**src/rtl/alu_result_deserializer.sv**
```systemverilog
// rtl/alu_result_deserializer.sv - ALU serial-link receiver: packet framing and response-frame decode.
// Optional CRC3 check of normal frames is built when ALU_RES_CRC_CHECK_EN is defined.
module alu_result_deserializer #(
  parameter int DATA_PKTS   = 4,
  parameter int GAP_TIMEOUT = 64
) (
  input  logic                   clk,
  input  logic                   rst,
  input  logic                   sout,
  output logic                   res_valid,
  output logic [8*DATA_PKTS-1:0] res_c,
  output logic [3:0]             res_flags,
  output logic                   res_crc_err,
  output logic                   err_valid,
  output logic [2:0]             err_flags,
  output logic                   err_par_err,
  output logic                   frame_abort
);

  localparam int CW    = 8 * DATA_PKTS;
  localparam int CNT_W = $clog2(DATA_PKTS + 1);
  localparam int GAP_W = $clog2(GAP_TIMEOUT + 1);

  localparam logic [CNT_W-1:0] DATA_FULL = CNT_W'(DATA_PKTS);
  localparam logic [GAP_W-1:0] GAP_LAST  = GAP_W'(GAP_TIMEOUT - 1);

  localparam logic [1:0] S_IDLE    = 2'd0;
  localparam logic [1:0] S_TYPE    = 2'd1;
  localparam logic [1:0] S_PAYLOAD = 2'd2;
  localparam logic [1:0] S_STOP    = 2'd3;

  logic [1:0]       state_q, state_d;
  logic [2:0]       bit_cnt_q, bit_cnt_d;
  logic             type_q, type_d;
  logic [7:0]       pay_q, pay_d;
  logic [CNT_W-1:0] data_cnt_q, data_cnt_d;
  logic [GAP_W-1:0] gap_q, gap_d;
  logic [CW-1:0]    c_sh_q, c_sh_d;
  logic             res_valid_q, res_valid_d;
  logic [CW-1:0]    res_c_q, res_c_d;
  logic [3:0]       res_flags_q, res_flags_d;
  logic             res_crc_err_q, res_crc_err_d;
  logic             err_valid_q, err_valid_d;
  logic [2:0]       err_flags_q, err_flags_d;
  logic             err_par_err_q, err_par_err_d;
  logic             abort_q, abort_d;
  logic             crc_err;

`ifdef ALU_RES_CRC_CHECK_EN
  // Serial CRC3 (x^3+x+1, init 0) over {C, 1'b0, flags}, MSB first.
  function automatic logic [2:0] crc3(input logic [CW+4:0] msg);
    logic [2:0] c;
    logic       fb;
    c = '0;
    for (int i = CW + 4; i >= 0; i--) begin
      fb = c[2] ^ msg[i];
      c  = {c[1], c[0] ^ fb, fb};
    end
    return c;
  endfunction

  assign crc_err = (crc3({c_sh_q, 1'b0, pay_q[6:3]}) != pay_q[2:0]);
`else
  assign crc_err = 1'b0;
`endif

  always_comb begin
    state_d       = state_q;
    bit_cnt_d     = bit_cnt_q;
    type_d        = type_q;
    pay_d         = pay_q;
    data_cnt_d    = data_cnt_q;
    gap_d         = '0;
    c_sh_d        = c_sh_q;
    res_valid_d   = 1'b0;
    res_c_d       = res_c_q;
    res_flags_d   = res_flags_q;
    res_crc_err_d = res_crc_err_q;
    err_valid_d   = 1'b0;
    err_flags_d   = err_flags_q;
    err_par_err_d = err_par_err_q;
    abort_d       = 1'b0;

    case (state_q)
      S_IDLE: begin
        // Timeout takes priority; a start bit on that clk still opens a fresh packet.
        if (data_cnt_q != '0) begin
          gap_d = gap_q + GAP_W'(1);
          if (gap_q == GAP_LAST) begin
            abort_d    = 1'b1;
            data_cnt_d = '0;
            gap_d      = '0;
          end
        end
        if (!sout) state_d = S_TYPE;
      end
      S_TYPE: begin
        type_d    = sout;
        bit_cnt_d = 3'd7;
        state_d   = S_PAYLOAD;
      end
      S_PAYLOAD: begin
        pay_d = {pay_q[6:0], sout};
        if (bit_cnt_q == 3'd0) state_d = S_STOP;
        else                   bit_cnt_d = bit_cnt_q - 3'd1;
      end
      default: begin
        state_d = S_IDLE;
        if (!sout) begin
          abort_d    = 1'b1;
          data_cnt_d = '0;
        end else if (!type_q) begin
          if (data_cnt_q < DATA_FULL) begin
            c_sh_d     = CW'({c_sh_q, pay_q});
            data_cnt_d = data_cnt_q + CNT_W'(1);
          end else begin
            abort_d    = 1'b1;
            data_cnt_d = '0;
          end
        end else begin
          data_cnt_d = '0;
          if (data_cnt_q == DATA_FULL) begin
            if (pay_q[7]) begin
              abort_d = 1'b1;
            end else begin
              res_valid_d   = 1'b1;
              res_c_d       = c_sh_q;
              res_flags_d   = pay_q[6:3];
              res_crc_err_d = crc_err;
            end
          end else if (data_cnt_q == '0) begin
            if (!pay_q[7]) begin
              abort_d = 1'b1;
            end else begin
              err_valid_d   = 1'b1;
              err_flags_d   = pay_q[6:4];
              err_par_err_d = (pay_q[6:4] != pay_q[3:1]) || ((^pay_q[7:1]) != pay_q[0]);
            end
          end else begin
            abort_d = 1'b1;
          end
        end
      end
    endcase
  end

  always_ff @(posedge clk or posedge rst) begin
    if (rst) begin
      state_q       <= S_IDLE;
      bit_cnt_q     <= '0;
      type_q        <= 1'b0;
      pay_q         <= '0;
      data_cnt_q    <= '0;
      gap_q         <= '0;
      c_sh_q        <= '0;
      res_valid_q   <= 1'b0;
      res_c_q       <= '0;
      res_flags_q   <= '0;
      res_crc_err_q <= 1'b0;
      err_valid_q   <= 1'b0;
      err_flags_q   <= '0;
      err_par_err_q <= 1'b0;
      abort_q       <= 1'b0;
    end else begin
      state_q       <= state_d;
      bit_cnt_q     <= bit_cnt_d;
      type_q        <= type_d;
      pay_q         <= pay_d;
      data_cnt_q    <= data_cnt_d;
      gap_q         <= gap_d;
      c_sh_q        <= c_sh_d;
      res_valid_q   <= res_valid_d;
      res_c_q       <= res_c_d;
      res_flags_q   <= res_flags_d;
      res_crc_err_q <= res_crc_err_d;
      err_valid_q   <= err_valid_d;
      err_flags_q   <= err_flags_d;
      err_par_err_q <= err_par_err_d;
      abort_q       <= abort_d;
    end
  end

  assign res_valid   = res_valid_q;
  assign res_c       = res_c_q;
  assign res_flags   = res_flags_q;
  assign res_crc_err = res_crc_err_q;
  assign err_valid   = err_valid_q;
  assign err_flags   = err_flags_q;
  assign err_par_err = err_par_err_q;
  assign frame_abort = abort_q;

endmodule
```
**config.mk**
```make
export PLATFORM = sky130hd
export DESIGN_NAME = alu_result_deserializer
export DESIGN_NICKNAME = d
export VERILOG_FILES = /design/src/rtl/alu_result_deserializer.sv
export SDC_FILE = /design/constraint.sdc
export NUM_CORES = 1
export LEC_CHECK = 0
export CORE_ASPECT_RATIO = 1.5
export CORE_MARGIN = 1.5
export CORE_UTILIZATION = 40
export CTS_CLUSTER_DIAMETER = 200
export DETAILED_ROUTE_END_ITERATION = 6
export PLACE_DENSITY = 0.58
export SLEW_MARGIN = 5
export SYNTH_ARGS = -nofsm -noshare
export SYNTH_HDL_FRONTEND = slang
export SYNTH_SLANG_ARGS = --single-unit
```
**constraint.sdc**
```tcl
create_clock -name clk -period 7.2 [get_ports clk]
set_clock_uncertainty 0.05 [all_clocks]
set_input_delay 0.72 -clock clk [delete_from_list [all_inputs] [get_ports clk]]
set_output_delay 0.72 -clock clk [all_outputs]
set_load 0.01 [all_outputs]
```
==> reports/qor.yml, run 1 <==
routing:
  firstDrtPassIters: 4
  wire_per_inst_um: 14.9
  drc: 0
  wl_um: 6950
  antenna_left: 0
  vias: 2247
  drt_iter0_drc: 105
  viasPerCell: 4.83
clock_network:
  clkSinkCount: 99
  ctsHoldBuffers: 0
  post-cts-setup-buffer-count: 0
  cts_resized: 0
  cts_buffers: 9
  clock_latency_ns: 0.34
  clk_pin_slew_ns: 0.06
  cts_tree: "yes"
  clock-root-buffer: "clkbuf_16"
  clock_path_buffers: 2
  htree_levels: 3
yosys:
  synth.cell_area_mm2: 0.00425
  ys_types: 39
  ys_ff_latch: 99
  synthCells: 274
  synth.top_cell.area_share_pct: 58.2
  yosysSeqAreaShare_pct: 58.2
  yosysTopAreaCell: "dfrtp_1"
  avgSynthCellArea_um2: 15.5
  synth.net_count: 286
  synth_warnings: 0
  synth_area_leaders: "dfrtp_1 58%, mux2_2 13%, mux2_4 11%"
power_and_ir_drop:
  p_total_mw: 1.73
  powerDensity_mw_per_mm2: 345
  p_leak_nw: 2.34
  ir_drop_uv: 175
hold_path:
  min_path_type: "reg -> reg"
placed_design:
  dp_cells: 450
  place_congestion: 0.722
  dp_hpwl_um: 4630
  placed_area_mm2: 0.00475
  portBuffers: 45
sta:
  post-route-period-util_pct: 33.7
  max_slew_margin_pct: 32.6
  max_freq_mhz: 412
  hold_violations: 0
  rsz0062_at_grt: "no"
  fin_setup_tns_ns: 0
  fin_crit_ns: 2.43
  slew_violations: 0
  finalSetupViolCount: 0
  worst_pin_slew_ns: 1.01
floorplanning:
  core_area_mm2: 0.0102
  initial_core_util_pct: 41.5
  io-pin-count: 47
  fp.dieW_um: 87.2
  dieArea_mm2: 0.0113
  fp.dieH_um: 129
  rows: 45
final_layout:
  fin_area_mm2: 0.00502
  nNetsFinal: 332
  layout_common_cells: "99 x dfrtp_1, 50 x mux2_2, 45 x clkdlybuf4s50_1, 30 x mux2_4, 10 x nor2_1"
  layoutNonFillerInstCount: 465
  syn_to_final_growth_pct: 18.1
  final_util_pct: 49.0
  antennaDiodeCount: 0
  drive_gt1_share_pct: 31.2
  mostFrequentLayoutCell: "dfrtp_1"
critical_path:
  worst_setup_path_start_kind: "input port"
  cp.arrival_ns: 2.60
  worstSetupPathType: "in -> reg"
  crit_path_max_fanout: 32
  endpoint_kind: "register"
  required_ns: 7.37
global_route:
  grt-ovfl-total: 0
  grt_usage_pct: 13.6
  antenna_found_initial: 0
  grt_pass1_wl_um: 11700
  grt_max_degree: 83
  grt_pass1_vias: 2311
flow_run:
  cap_violations: 0
status:
  status: "finished clean"
## flip-flops by register name, summed over array words and instances (netlist names), 2 cells and up
signal      cells
pay_q           8
res_flags       4
bit_cnt_q       3
err_flags       3
gap_q           7
c_sh_q         32
state_q         2
data_cnt_q      3
res_c          32
## logic make-up after synthesis
logic type / after synthesis / share of synthesized area, %
multiplexers: 85 / 25.0
AND/OR/NAND/NOR: 35 / 5.44
buffers and inverters: 20 / 4.00
other: 1 / 0.0882
XOR/XNOR: 7 / 1.44
AO/OA/AOI/OAI: 18 / 3.12
adder cells (fa/ha/maj): 9 / 2.65
flip-flops: 99 / 58.2
## metrics by stage
step                hold slack [ns]  worst slack [ns]
global placement              0.406              4.47
finish                        0.417              4.77
detailed placement            0.404              4.41
CTS                           0.418              4.77
floorplan                     0.383              3.84
global route                  0.438              4.64
## Yosys cell counts
library cell  instances
dfrtp_1              99
mux2_2               50
mux2_4               30
nor2_1               10
ha_1                  9
inv_1                 9
nand2_1               8
xnor2_1               5
buf_12                4
mux2i_1               4
buf_6                 3
nand2b_1              3
nor2b_1               3
a21oi_1               2
a31oi_1               2
a32oi_1               2
buf_4                 2
clkbuf_1              2
nand3_1               2
nor3b_4               2
o211ai_1              2
o21ai_0               2
o22a_1                2
xor2_1                2
a21boi_0              1
a22oi_1               1
and2_4                1
conb_1                1
mux2_1                1
nand3b_1              1
nand4_1               1
nand4_4               1
nor2_8                1
nor4b_1               1
o2111a_1              1
o21bai_1              1
o311ai_0              1
o31ai_1               1
or3_1                 1
## worst max-delay path: stages
cell	delay, ns
clkdlybuf4s50_1	0.61
nor3b_4	0.29
and2_4	0.57
mux2_2	0.39
## worst paths after layout
kind / start / endpoint / slack, ns / cells past startpoint
min in group asynchronous: rst / res_c[26]$_DFFE_PP0P_ / 0.61 / 2
max: sout / c_sh_q[29]$_DFFE_PP0P_ / 4.77 / 4
min reg2reg: gap_q[0]$_DFF_PP0_ / gap_q[0]$_DFF_PP0_ / 0.42 / 1
min: gap_q[0]$_DFF_PP0_ / gap_q[0]$_DFF_PP0_ / 0.42 / 1
max reg2reg: data_cnt_q[1]$_DFFE_PP0P_ / res_c[10]$_DFFE_PP0P_ / 5.07 / 5
max in group asynchronous: rst / bit_cnt_q[1]$_DFFE_PP0P_ / 5.22 / 3
## routing by layer
layer / wire length, um / part of all wire (%) / global-route usage, %
met2: 3430 / 49 / 21.5
met1: 3190 / 46 / 17.8
met5: 0 / 0 / 0
met3: 177 / 2.5 / 2.80
met4: 152 / 2.2 / 7.00
## power by group
part           internal [mW]  total [mW]  leakage (nW)  switching (mW)
logic                  0.278       0.472         0.899           0.194
registers              0.694       0.824          1.32           0.131
clock network          0.241       0.438         0.124           0.197
## cell type report
type / count / area, um^2
Tap cell: 141 / 176
Fill cell: 963 / 5220
Inverter: 9 / 36.3
Timing Repair Buffer: 46 / 458
Multi-Input combinational cell: 155 / 1610
Clock inverter: 4 / 27.5
Clock buffer: 11 / 243
Sequential cell: 99 / 2480
Note: power is estimated with default switching activity, not from simulation.
==> run 2: changes to the inputs <==
- PLACE_DENSITY: 0.58 -> 0.6
- clock period: 7.2 -> 2.15 ns (I/O delays scaled with it)
==> run 2 against run 1 <==
Effect of this change:
- setup slack got worse by 4.6 ns
- non-clock buffer count rose by 8
- sequential power rose to 3.3 times the previous value
- count of clock-buffer cells in the layout rose by 2
- utilization rose by 1.4 points
- routed wire length rose by 1.2%
- clock power rose to 3.5 times the previous value
- die area did not move
- critical path type is now reg -> reg
- critical endpoint is now res_c[4]$_DFFE_PP0P_
- highest routed layer unchanged
==> reports/qor.yml, run 2 (synthesized netlist as in run 1, its figures left out) <==
floorplanning:
  dieArea_mm2: 0.0113  # unchanged
  core_area_mm2: 0.0102  # unchanged
  initial_core_util_pct: 41.5  # unchanged
  fp.dieW_um: 87.2  # unchanged
  fp.dieH_um: 129  # unchanged
  io-pin-count: 47  # unchanged
  rows: 45  # unchanged
clock_network:
  clock_path_buffers: 2  # unchanged
  clock-root-buffer: "clkbuf_16"
  clkSinkCount: 99  # unchanged
  clk_pin_slew_ns: 0.06  # about the same
  cts_resized: 0  # unchanged
  clock_latency_ns: 0.34  # about the same
  htree_levels: 3  # unchanged
  post-cts-setup-buffer-count: 0  # unchanged
  ctsHoldBuffers: 0  # unchanged
  cts_tree: "yes"
  cts_buffers: 9  # unchanged
sta:
  fin_setup_tns_ns: 0  # unchanged
  rsz0062_at_grt: "no"
  finalSetupViolCount: 0  # unchanged
  hold_violations: 0  # unchanged
  fin_crit_ns: 1.97
  slew_violations: 0  # unchanged
  fin_ws_ns: 0.183  # -4.59 ns
  worst_pin_slew_ns: 0.596  # -0.415 ns
  max_freq_mhz: 508
  holdWs_ns: 0.261  # -0.156 ns
  post-route-period-util_pct: 91.5
  max_slew_margin_pct: 60.3  # +28 points
critical_path:
  worst_setup_path_start_kind: "register"
  critPathTopFamily: "simple AND/OR/NAND/NOR gates"
  crit_path_max_fanout: 24  # -25%
  cp.arrival_ns: 2.14  # -0.46 ns
  path_cells: "inv_1, ha_1, nand4_4, nor2_8, buf_12, mux2_2"
  critPathSlowestCell: "dfrtp_1"
  slowest_delay_ns: 0.42  # -0.19 ns
  r2r_setup_slack_ns: 0.18  # -4.89 ns
  endpoint_kind: "register"
  worstSetupPathType: "reg -> reg"
  required_ns: 2.32  # -5.05 ns
  path_buf_inv: 2  # +1
power_and_ir_drop:
  powerDensity_mw_per_mm2: 1150  # +230%
  switching_share_pct: 29.7  # -0.38 points
  power.switching_mw: 1.77  # +240%
  ir_drop_uv: 688  # +290%
  p_leak_nw: 2.42  # +3.1%
  internal-power_mw: 4.18  # +240%
  clockPowerShare_pct: 26.0  # +0.7 points
  seqPwrFrac_pct: 46.3  # -1.2 points
  comb_power_share_pct: 27.7  # +0.5 points
global_route:
  grt_pass1_vias: 2328  # +0.74%
  grt-ovfl-total: 0  # unchanged
  grt_usage_pct: 13.7  # +0.087 points
  grt_max_degree: 63  # -24%
  grt_pass1_wl_um: 11800  # +1.0%
  antenna_found_initial: 0  # unchanged
final_layout:
  mostFrequentLayoutCell: "dfrtp_1"
  drive_gt1_share_pct: 33.0  # +1.9 points
  layout_common_cells: "99 x dfrtp_1, 50 x mux2_2, 45 x clkdlybuf4s50_1, 30 x mux2_4, 10 x nor2_1"
  fin_area_mm2: 0.00517  # +2.9%
  layoutNonFillerInstCount: 474  # +1.9%
  syn_to_final_growth_pct: 21.5
  antennaDiodeCount: 0  # unchanged
  nNetsFinal: 340  # +2.4%
  nFillCells: 923  # -4.2%
status:
  status: "finished clean"
routing:
  vias: 2256  # +0.40%
  wl_um: 7030  # +1.2%
  drc: 0  # unchanged
  drt_iter0_drc: 84  # -20%
  antenna_left: 0  # unchanged
  viasPerCell: 4.76  # -1.5%
  wire_per_inst_um: 14.8  # -0.77%
  firstDrtPassIters: 4  # unchanged
placed_design:
  dp_cells: 458  # +1.8%
  placed_area_mm2: 0.00488  # +2.6%
  dp_hpwl_um: 4860  # +5.1%
  place_ws_ns: 0.0794  # -4.33 ns
  portBuffers: 45  # unchanged
  place_congestion: 0.771  # +6.7%
hold_path:
  min_path_type: "in -> async"
flow_run:
  cap_violations: 0  # unchanged
[run 2: changes by cell type in the layout (fill, tap and decap cells not counted)]
cell,change
buf_12,+5
buf_4,+3
clkbuf_8,+2
clkinv_4,+1
clkinvlp_4,-1
inv_4,-1
[run 2: layer usage]
metal | global-route usage [%] | vias to the layer above | share of wire, %
met5 | 0 | - | 0
met1 | 18.2 | 1147 | 47
met4 | 5.51 | 0 | 1.8
met3 | 3.82 | 10 | 2.6
li1 | - | 1062 | -
met2 | 21.3 | 37 | 48
[run 2: final cells by class]
| class | count | area [um^2] | area share [%] |
|---|---|---|---|
| clock inverters | 3 | 21.3 | 0.411 |
| well taps | 141 | 176 | 3.41 |
| multi-input cells | 155 | 1610 | 31.1 |
| inverters | 9 | 37.5 | 0.726 |
| flip-flops and latches | 99 | 2480 | 47.9 |
| clock buffers | 13 | 270 | 5.23 |
| repair buffers | 54 | 581 | 11.2 |
[run 2: worst min-delay path, cell delays in order]
cell	delay, ns
clkdlybuf4s50_1	0.44
clkinvlp_4	0.13
buf_12	0.22
[run 2: through the flow]
step	power, mW	utilization [%]
after floorplan	4.00	-
after global placement	4.38	47.6
after detailed placement	4.46	47.6
after CTS	6.02	50.5
after global routing	6.31	50.5
final	5.95	50.5
[run 2: path summary, 6_finish.rpt]
| check | startpoint | end | cells after the start |
|---|---|---|---|
| worst min register to register | gap_q[0]$_DFF_PP0_ | gap_q[0]$_DFF_PP0_ | 1 |
| max in group asynchronous | rst | gap_q[6]$_DFF_PP0_ | 3 |
| worst max register to register | data_cnt_q[1]$_DFFE_PP0P_ | res_c[4]$_DFFE_PP0P_ | 6 |
| worst min-delay path | rst | res_flags[1]$_DFFE_PP0P_ | 3 |
| worst max-delay path | data_cnt_q[1]$_DFFE_PP0P_ | res_c[4]$_DFFE_PP0P_ | 6 |
| min in group clk | gap_q[0]$_DFF_PP0_ | gap_q[0]$_DFF_PP0_ | 1 |
[run 2: power groups by stage]
| stage | registers (mW) | logic [mW] | clock network (mW) |
|---|---|---|---|
| floorplan | 2.66 | 1.34 | 0 |
| global placement | 2.78 | 1.60 | 0 |
| detailed placement | 2.79 | 1.66 | 0 |
| CTS | 2.76 | 1.67 | 1.60 |
| global route | 2.83 | 1.80 | 1.67 |
| finish | 2.76 | 1.65 | 1.55 |
